`src/rtl/pm_cycle_seq.sv`:
```
// rtl/pm_cycle_seq.sv - P-M cycle-boundary sequencer: KC/PC pulse timing and PR/PRZERW decision.
// Optional build macro PM_CYCLE_IRQMASK_EN adds a per-channel irq_mask input.
module pm_cycle_seq #(
  parameter int KC_TICKS = 7,
  parameter int PC_TICKS = 6,
  parameter int TICK_W   = 3,
  parameter int NIRQ     = 4,
  parameter int IRQ_W    = 2
) (
  input  logic             __clk,
  input  logic             clm_,
  input  logic             ekc,
  input  logic             run,
  input  logic             cycle,
  input  logic [NIRQ-1:0]  irq,
`ifdef PM_CYCLE_IRQMASK_EN
  input  logic [NIRQ-1:0]  irq_mask,
`endif
  input  logic             irq_en,
  output logic             kc,
  output logic             pc,
  output logic             pr,
  output logic             przerw,
  output logic [IRQ_W-1:0] irq_num,
  output logic             sp0,
  output logic             sp1,
  output logic             si1,
  output logic             busy
);

  typedef enum logic [1:0] {
    ST_IDLE = 2'd0,
    ST_KC   = 2'd1,
    ST_PC   = 2'd2
  } state_t;

  localparam logic [TICK_W-1:0] KC_LOAD = TICK_W'(KC_TICKS - 1);
  localparam logic [TICK_W-1:0] PC_LOAD = TICK_W'(PC_TICKS - 1);

  state_t             state_q, state_d;
  logic [TICK_W-1:0]  cnt_q, cnt_d;
  logic               ekc_pend_q, ekc_pend_d;
  logic               cyc_pend_q, cyc_pend_d;
  logic               pr_q, pr_d;
  logic               przerw_q, przerw_d;
  logic [IRQ_W-1:0]   irq_num_q, irq_num_d;

  logic [NIRQ-1:0]    irq_eff;
  logic [IRQ_W-1:0]   first_idx;
  logic               dec_pr, dec_przerw, cyc_clr;

`ifdef PM_CYCLE_IRQMASK_EN
  assign irq_eff = irq & ~irq_mask;
`else
  assign irq_eff = irq;
`endif

  // Scan from the top so the lowest set bit (highest priority) wins last.
  always_comb begin
    first_idx = '0;
    for (int i = NIRQ - 1; i >= 0; i--) begin
      if (irq_eff[i]) first_idx = IRQ_W'(i);
    end
  end

  assign dec_przerw = irq_en & (|irq_eff) & (run | cyc_pend_q);
  assign dec_pr     = ~dec_przerw & (run | cyc_pend_q);

  always_comb begin
    state_d    = state_q;
    cnt_d      = cnt_q;
    ekc_pend_d = ekc_pend_q | ekc;
    pr_d       = pr_q;
    przerw_d   = przerw_q;
    irq_num_d  = irq_num_q;
    cyc_clr    = 1'b0;
    case (state_q)
      ST_IDLE: begin
        if (ekc | ekc_pend_q) begin
          state_d    = ST_KC;
          cnt_d      = KC_LOAD;
          ekc_pend_d = 1'b0;
        end
      end
      ST_KC: begin
        if (cnt_q == '0) begin
          state_d  = ST_PC;
          cnt_d    = PC_LOAD;
          pr_d     = dec_pr;
          przerw_d = dec_przerw;
          if (dec_przerw) irq_num_d = first_idx;
          cyc_clr  = dec_pr | dec_przerw;
        end else begin
          cnt_d = cnt_q - 1'b1;
        end
      end
      ST_PC: begin
        if (cnt_q == '0) state_d = ST_IDLE;
        else             cnt_d   = cnt_q - 1'b1;
      end
      default: state_d = ST_IDLE;
    endcase
    // A panel request landing on the decision edge survives for the next cycle.
    cyc_pend_d = (cyc_pend_q & ~cyc_clr) | cycle;
  end

  always_ff @(posedge __clk or negedge clm_) begin
    if (!clm_) begin
      state_q    <= ST_IDLE;
      cnt_q      <= '0;
      ekc_pend_q <= 1'b0;
      cyc_pend_q <= 1'b0;
      pr_q       <= 1'b0;
      przerw_q   <= 1'b0;
      irq_num_q  <= '0;
    end else begin
      state_q    <= state_d;
      cnt_q      <= cnt_d;
      ekc_pend_q <= ekc_pend_d;
      cyc_pend_q <= cyc_pend_d;
      pr_q       <= pr_d;
      przerw_q   <= przerw_d;
      irq_num_q  <= irq_num_d;
    end
  end

  assign kc      = (state_q == ST_KC);
  assign pc      = (state_q == ST_PC);
  assign busy    = (state_q != ST_IDLE);
  assign pr      = pr_q;
  assign przerw  = przerw_q;
  assign irq_num = irq_num_q;
  assign sp0     = pc & ~pr_q & ~przerw_q;
  assign sp1     = pc & pr_q;
  assign si1     = pc & przerw_q;

endmodule

```
`config.mk`:
```
export PLATFORM = sky130hd
export DESIGN_NAME = pm_cycle_seq
export DESIGN_NICKNAME = d
export VERILOG_FILES = /design/src/rtl/pm_cycle_seq.sv
export SDC_FILE = /design/constraint.sdc
export NUM_CORES = 1
export LEC_CHECK = 0
export BUFFER_PORTS_ARGS = -buffer_cell sky130_fd_sc_hd__buf_2
export CORE_MARGIN = 1.5
export CORE_UTILIZATION = 40
export DETAILED_ROUTE_END_ITERATION = 10
export SLEW_MARGIN = 15
export SYNTH_ARGS = -nofsm -noshare
export SYNTH_HDL_FRONTEND = slang
export SYNTH_SLANG_ARGS = --single-unit
```
`constraint.sdc`:
```
create_clock -name __clk -period 4 [get_ports __clk]
set_clock_uncertainty 0.05 [all_clocks]
set_input_delay 0.8 -clock __clk [delete_from_list [all_inputs] [get_ports __clk]]
set_output_delay 0.8 -clock __clk [all_outputs]
set_load 0.005 [all_outputs]
```
# --- Word-level counts from Yosys, hierarchy flattened ---
# Cells that the tools add are included.
totals:
  regBits: 11
  latchBits: 0
  mem_bits_rw: 0
  romBits: 0
  in_bits: 10
  output_inout_bits: 10
  elab_cells: 54
  memories: 0
classes:
  n_addsub: 1
  mul: 0
  div: 0
  order_cmp: 0
  n_eq_ne: 6
  n_shift: 0
  n_mux: 15
  bitwise_logic: 16
  reduce_logical: 9
ops:
  columns: ["op", "count"]
  rows:
  - ["2-to-1 mux 2 bit", 7]
  - ["2-to-1 mux 3 bit", 3]
  - ["case mux 3 bit (3 select lines)", 1]
  - ["AND reduction 3 bit", 3]
  - ["AND 1 bit", 8]
  - ["case mux 2 bit (3 select lines)", 1]
  - ["!= test 2 x 1 -> 1 bit, second input constant", 2]
  - ["!= test 2 bit, second input constant", 2]
  - ["NOT 1 bit", 4]
  - ["OR 1 bit", 4]
  - ["OR reduction 4 bit", 1]
  - ["logical NOT 3 bit", 1]
  - ["2-to-1 mux 1 bit", 3]
  - ["nonzero test 3 bit", 1]
  - ["subtractor 3 x 1 -> 3 bit, second input constant", 1]
  - ["== test 2 x 1 -> 1 bit, second input constant", 1]
  - ["== test 2 bit, second input constant", 1]
  - ["logical NOT 2 bit", 1]
  - ["AND reduction 2 bit", 1]
  - ["nonzero test 2 bit", 1]

# --- Logic depth before layout (Yosys ltp) ---
# Gate-level depths: netlist of the first run.
depth:
  word_depth: 11
  mapped_depth: 7

# --- Worst setup path before layout of the first run ---
# No wires, ideal clock.
synth_path:
  path_type: "flip-flop to output port"
  startpoint: "register state_q[0]"
  endpoint: "output sp0"
  t_arrival_ns: 1.053
  required_time_ns: 3.150
  setup_slack_ns: 2.097
  stages_incl_launch_ff: 5
  path_buffers: 1
  path_cell_list: "dfrtp_1 -> inv_1 -> ha_1 -> clkbuf_2 -> nor3b_1"
synth_between:
  elab_chain_len: 3
synth_rtl:
  columns: ["item", "line_no", "source"]
  rows:
  - ["from (decl)", "40", "state_t state_q, state_d;"]
  - ["from (signal assigned)", "117", "state_q <= state_d;"]
  - ["== test 2 bit", "128", "assign pc = (state_q == ST_PC);"]
  - ["net pc", "21", "output logic pc,"]
  - ["AND 1 bit (2 in series)", "133", "assign sp0 = pc & ~pr_q & ~przerw_q;"]
  - ["to (decl)", "25", "output logic sp0,"]
# The timed path passes the listed nets, and every way through them passes these cells.

# --- Worst setup path in the final report of the first run ---
layout_path:
  startpoint: "register state_q[0]"
  endpoint: "output sp0"
layout_between:
  elab_chain_len: 3
layout_rtl:
  columns: ["item", "line_no"]
  rows:
  - ["== test 2 bit", "128"]
  - ["AND 1 bit (2 in series)", "133"]
# No other way between the ends.

==> results of run 1 <==
==> worst register-to-register path: stages, from the launching register on <==
cell      delay, ns
dfrtp_1        0.39
inv_1          0.10
ha_1           0.21
nor2b_4        0.26
o211ai_4       0.12
nor2_2         0.21
mux2_4         0.31
==> flip-flops by register name (all words and copies together), names as in the netlist <==
signal      count
cyc_pend_q      1
ekc_pend_q      1
irq_num         2
cnt_q           3
pr              1
przerw          1
state_q         2
==> cells by family after synthesis <==
kind of cell | synth area share
muxes | 0.0375
adders and majority gates | 0.125
AOI/OAI and AO/OA | 0.268
buffers and inverters | 0.0446
DFF | 0.393
and+or+nand+nor | 0.132
==> per-stage QoR <==
stage	instances	total power, W	setup WS, ns	hold slack [ns]	utilization
floorplan	68	0.000426	2.10	0.422	-
global placement	102	0.000514	2.01	0.439	0.514
detailed placement	102	0.000520	1.94	0.449	0.514
CTS	106	0.000597	1.64	0.345	0.531
global route	106	0.000648	1.56	0.344	0.531
finish	106	0.000589	1.64	0.342	0.531
==> worst min-delay path by stage <==
| stage | cells past startpoint | slack [ns] | startpoint | end |
|---|---|---|---|---|
| finish | 1 | 0.34 | clm_ | irq_num[0]$_DFFE_PN0P_ |
| global route | 1 | 0.34 | clm_ | pr$_DFFE_PN0P_ |
| CTS | 1 | 0.35 | clm_ | pr$_DFFE_PN0P_ |
| detailed placement | 1 | 0.45 | irq_num[1]$_DFFE_PN0P_ | irq_num[1]$_DFFE_PN0P_ |
| global placement | 1 | 0.44 | irq_num[1]$_DFFE_PN0P_ | irq_num[1]$_DFFE_PN0P_ |
| floorplan | 2 | 0.42 | ekc_pend_q$_DFF_PN0_ | ekc_pend_q$_DFF_PN0_ |
==> layer usage <==
layer  global-route usage  routed length (µm)  vias to the layer above
met1                0.194                 638                      256
met4               0.0529                  17                        0
met2                0.255                 603                       12
li1                     -                   -                      283
met3               0.0720                  68                        2
met5                    0                   0                        -
==> report_power, final <==
group	switching [W]	total, W	internal, W
logic	0.000163	0.000314	0.000151
clock network	0.0000364	0.0000750	0.0000386
registers	0.0000389	0.000200	0.000161
total	0.000238	0.000589	0.000350
==> cells in the mapped netlist (all sizes together) <==
cell type,instances
a211o,1
a211oi,2
a21boi,1
a21o,2
a21oi,8
a31oi,1
and2,2
clkbuf,1
dfrtp,11
ha,7
inv,7
mux2,2
nand2,5
nand3,1
nand4,1
nor2,5
nor2b,1
nor3b,1
o211ai,2
o21ai,3
o22a,2
o41ai,1
or2b,1
==> final cells by class <==
class,instances,area (µm²),area share
Timing Repair Buffer,19,95.1,0.114
Multi-Input combinational cell,49,394,0.471
Tap cell,16,20.0,0.0239
Inverter,7,26.3,0.0314
Clock buffer,4,26.3,0.0314
Sequential cell,11,275,0.329
==> flow_metrics.tcl, run 1 <==
set metrics [dict create \
    drive_gt1_frac 0.344 \
    grt_pass1_vias 528 \
    drv_slew 0 \
    insertedDiodeCount 0 \
    status "complete, no violations" \
    yosysSeqAreaShare 0.393 \
    worst_path_dominant_cell_family "flip-flops" \
    cp_slowest_cell "dfrtp_1" \
    rsz0062_at_grt "no" \
    fmax_mhz 424 \
    endpoint "sp0" \
    fin_area_um2 837 \
    detail-route-antenna-nets 0 \
    tightestPinTransition_ns 0.334 \
    r2r_start "cnt_q[0]$_DFFE_PN0P_" \
    yosysTopAreaCell "dfrtp_1" \
    vias 553 \
    r2r_end "irq_num[0]$_DFFE_PN0P_" \
    htree_levels 1 \
    ys_warn_count 0 \
    finalSetupTns_ns 0 \
    start_util 0.444 \
    gp_congestion 0.791 \
    layout_commonest_cell "buf_2" \
    synth_cells 68 \
    nFillCells 151 \
    worstSetupStartpoint "state_q[0]$_DFFE_PN0P_" \
    total_leakage_power_nw 0.417 \
    path_class "register to output pin" \
    hold_violations 0 \
    slew_headroom 0.777 \
    syn2layout_area_growth_pct 19.5 \
    crit_cells 4 \
    dpl_cell_area_um2 811 \
    drt_iter0_drc 5 \
    critPathMaxFanout 10 \
    wl_per_cell_um 12.5 \
    die_h_um 44.9 \
    worst_ep_arrival_time_ns 1.51 \
    post-route-drc-count 0 \
    layout_common_cells "19 x buf_2, 11 x dfrtp_1, 7 x inv_1, 7 x a21oi_1, 7 x ha_1" \
    ios 20 \
    grt_pass1_wl_um 2240 \
    synth-seq-cells 11 \
    ff2ff_path_depth 6 \
    cts_root_buf "clkbuf_4" \
    cts_buffers 3 \
    powerDensity_mw_per_mm2 703 \
    dieArea_mm2 0.00201 \
    critPathRequiredTime_ns 3.15 \
    synth_area_um2 701 \
    worst-path-buf-inv 2 \
    clock-sinks 11 \
    holdBufCountCts 0 \
    fin_crit_sh 0.590 \
    hpwl_um 1050 \
    cap_violations 0 \
    grt.total_usage 0.161 \
    antenna_found_initial 0 \
    std_cell_rows 14 \
    vdd_drop_max_v 0.000405 \
    critPathLaunchType "register" \
    syn_nets 85 \
    cts_tree "built" \
    cts_resized 0 \
    synth.avg_cell_area_um2 10.3 \
    avgViaCountPerCell 5.22 \
    grt_max_degree 12 \
    routed_wl_um 1330 \
    cp_cell_sequence "inv_1, ha_1, nor3b_1, buf_2" \
    finalSetupViolations 0 \
    cts.path.max_buffers 2 \
    regToRegSetupSlack_ns 2.23 \
    post_cts_buffers 0 \
    yosys-top-cells-area "dfrtp_1 39%, ha_1 13%, a21oi_1 5.0%, o41ai_4 3.9%, inv_1 3.8%" \
    endpoint_kind "output pin" \
    dr.pass1.iters 4 \
    io_buffers 19 \
    max_stage_delay_ns 0.41 \
    die_w_um 44.9 \
    synthDistinctLibCells 29 \
    yosys.area.top_type_share 0.393 \
    fin_crit_ns 2.36 \
    hold_class "primary input to asynchronous set/reset pin" \
    cts.clk_slew.worst_paths_ns 0.07 \
    insertion_delay_ns 0.26 \
    overflow 0 \
    core_region_area_mm2 0.00158 \
    nNetsFinal 108 \
]
Note: power is estimated with default switching activity, not from simulation.
==> inputs of run 2 (changes only) <==
clock period = 2.4 ns   (was 4 ns; I/O delays follow)
==> run 2 against run 1 <==
Compared with the run above: register-to-register slack got worse by 1.6 ns; die area unchanged; via count grew 0.72%; worst hold slack lost 0.32 ns; sequential share of layout area did not move; sequential power is 67% higher; clock power is 61% higher; non-clock buffer count is the same; design area stayed put; highest routed layer unchanged; clock-buffer cell count did not move; critical path depth stayed put.
==> flow_metrics.tcl, run 2 (synthesis gave the netlist of run 1 again) <==
set metrics [dict create \
    cts.clk_slew.worst_paths_ns 0.07 \
    swShare 0.404 \
    insertion_delay_ns 0.26 \
    grt.total_usage 0.167 \
    status "complete, no violations" \
    avgViaCountPerCell 5.25 \
    layout_common_cells "19 x buf_2, 11 x dfrtp_1, 7 x inv_1, 7 x a21oi_1, 7 x ha_1" \
    cts_root_buf "clkbuf_4" \
    top_layer "met4" \
    syn2layout_area_growth_pct 19.5 \
    cts.path.max_buffers 2 \
    drv_slew 0 \
    vias 557 \
    largest_reg_flops 3 \
    path_class "register to output pin" \
    hpwl_um 1050 \
    finalSetupTns_ns 0 \
    cts_resized 0 \
    grt_pass1_wl_um 2390 \
    vdd_drop_max_v 0.000518 \
    dpl_cell_area_um2 811 \
    htree_levels 1 \
    critPathMaxFanout 10 \
    seqPwrFrac 0.341 \
    critPathRequiredTime_ns 1.87 \
    wl_met3_um 62 \
    wl_met1_um 614 \
    fin_crit_ns 2.06 \
    layout_commonest_cell "buf_2" \
    core_region_area_mm2 0.00158 \
    std_cell_rows 14 \
    dieArea_mm2 0.00201 \
    routed_wl_um 1300 \
    drt_iter0_drc 3 \
    grt_max_degree 12 \
    hold_violations 0 \
    detail-route-antenna-nets 0 \
    endpoint_kind "output pin" \
    drive_gt1_frac 0.344 \
    start_util 0.444 \
    fin_crit_sh 0.860 \
    tightestPinTransition_ns 0.351 \
    hold_class "primary input to asynchronous set/reset pin" \
    cts_buffers 3 \
    final_util 0.531 \
    wl_per_cell_um 12.3 \
    slew_headroom 0.766 \
    clock-sinks 11 \
    worst_ep_arrival_time_ns 1.53 \
    dr.pass1.iters 4 \
    insertedDiodeCount 0 \
    total_leakage_power_nw 0.417 \
    p_comb_frac 0.535 \
    overflow 0 \
    cts_tree "built" \
    wl_met2_um 616 \
    cap_violations 0 \
    top_register "cnt_q" \
    grt_pass1_vias 576 \
    fmax_mhz 484 \
    nFillCells 152 \
    nNetsFinal 108 \
    critPathLaunchType "register" \
    fin_area_um2 837 \
    powerDensity_mw_per_mm2 1170 \
    antenna_found_initial 0 \
    ios 20 \
    finalSetupViolations 0 \
    gp_congestion 0.798 \
    power_switching_w 0.000396 \
    pwr-share-clk 0.124 \
    holdBufCountCts 0 \
    io_buffers 19 \
    post_cts_buffers 0 \
    die_h_um 44.9 \
    post-route-drc-count 0 \
    rsz0062_at_grt "no" \
    p_int_w 0.000584 \
    die_w_um 44.9 \
]
## run 2: path summary, 6_finish.rpt
path / start / endpoint / slack, ns / cells after the start
hold reg to reg: cnt_q[1]$_DFFE_PN0P_ / cnt_q[1]$_DFFE_PN0P_ / 0.46 / 1
max in group asynchronous: clm_ / cnt_q[1]$_DFFE_PN0P_ / 2.06 / 1
hold / removal: clm_ / ekc_pend_q$_DFF_PN0_ / 0.02 / 1
min in group __clk: cycle / cyc_pend_q$_DFF_PN0_ / 0.35 / 2
setup / recovery: state_q[0]$_DFFE_PN0P_ / sp0 / 0.34 / 4
setup reg to reg: state_q[0]$_DFFE_PN0P_ / state_q[0]$_DFFE_PN0P_ / 0.60 / 5
## run 2: worst max-delay path, stage by stage (launching register included)
cell and delay, ns:
dfrtp_1 0.42, inv_1 0.12, ha_1 0.38, nor3b_1 0.21, buf_2 0.14
## run 2: cell type report
class,count,area (µm²),area share
tap,16,20.0,0.0239
clock buffer,4,26.3,0.0314
inverter,7,26.3,0.0314
multi-input combinational,49,394,0.471
sequential,11,275,0.329
timing repair buffer,19,95.1,0.114
## run 2: layer usage
layer,up-vias,GRT usage
met5,-,0
met4,0,0.0353
met3,2,0.0720
met2,12,0.275
met1,260,0.204
li1,283,-
## run 2: power by group through the flow
stage / Sequential, W / Combinational (W) / Clock [W]
after detailed placement: 0.000338 / 0.000531 / 0
after global routing: 0.000347 / 0.000602 / 0.000143
final: 0.000334 / 0.000524 / 0.000121
after CTS: 0.000334 / 0.000535 / 0.000129
after floorplan: 0.000328 / 0.000382 / 0
after global placement: 0.000337 / 0.000528 / 0
## run 2: metrics by stage
step	hold slack (ns)	total power [W]	std cells	worst slack (ns)
2_1_floorplan	0.134	0.000711	68	0.789
3_3_place_gp	0.318	0.000864	102	0.632
3_5_place_dp	0.314	0.000869	102	0.599
4_1_cts	0.0214	0.000998	106	0.320
5_1_grt	0.0198	0.00109	106	0.199
6_report	0.0228	0.000980	106	0.336
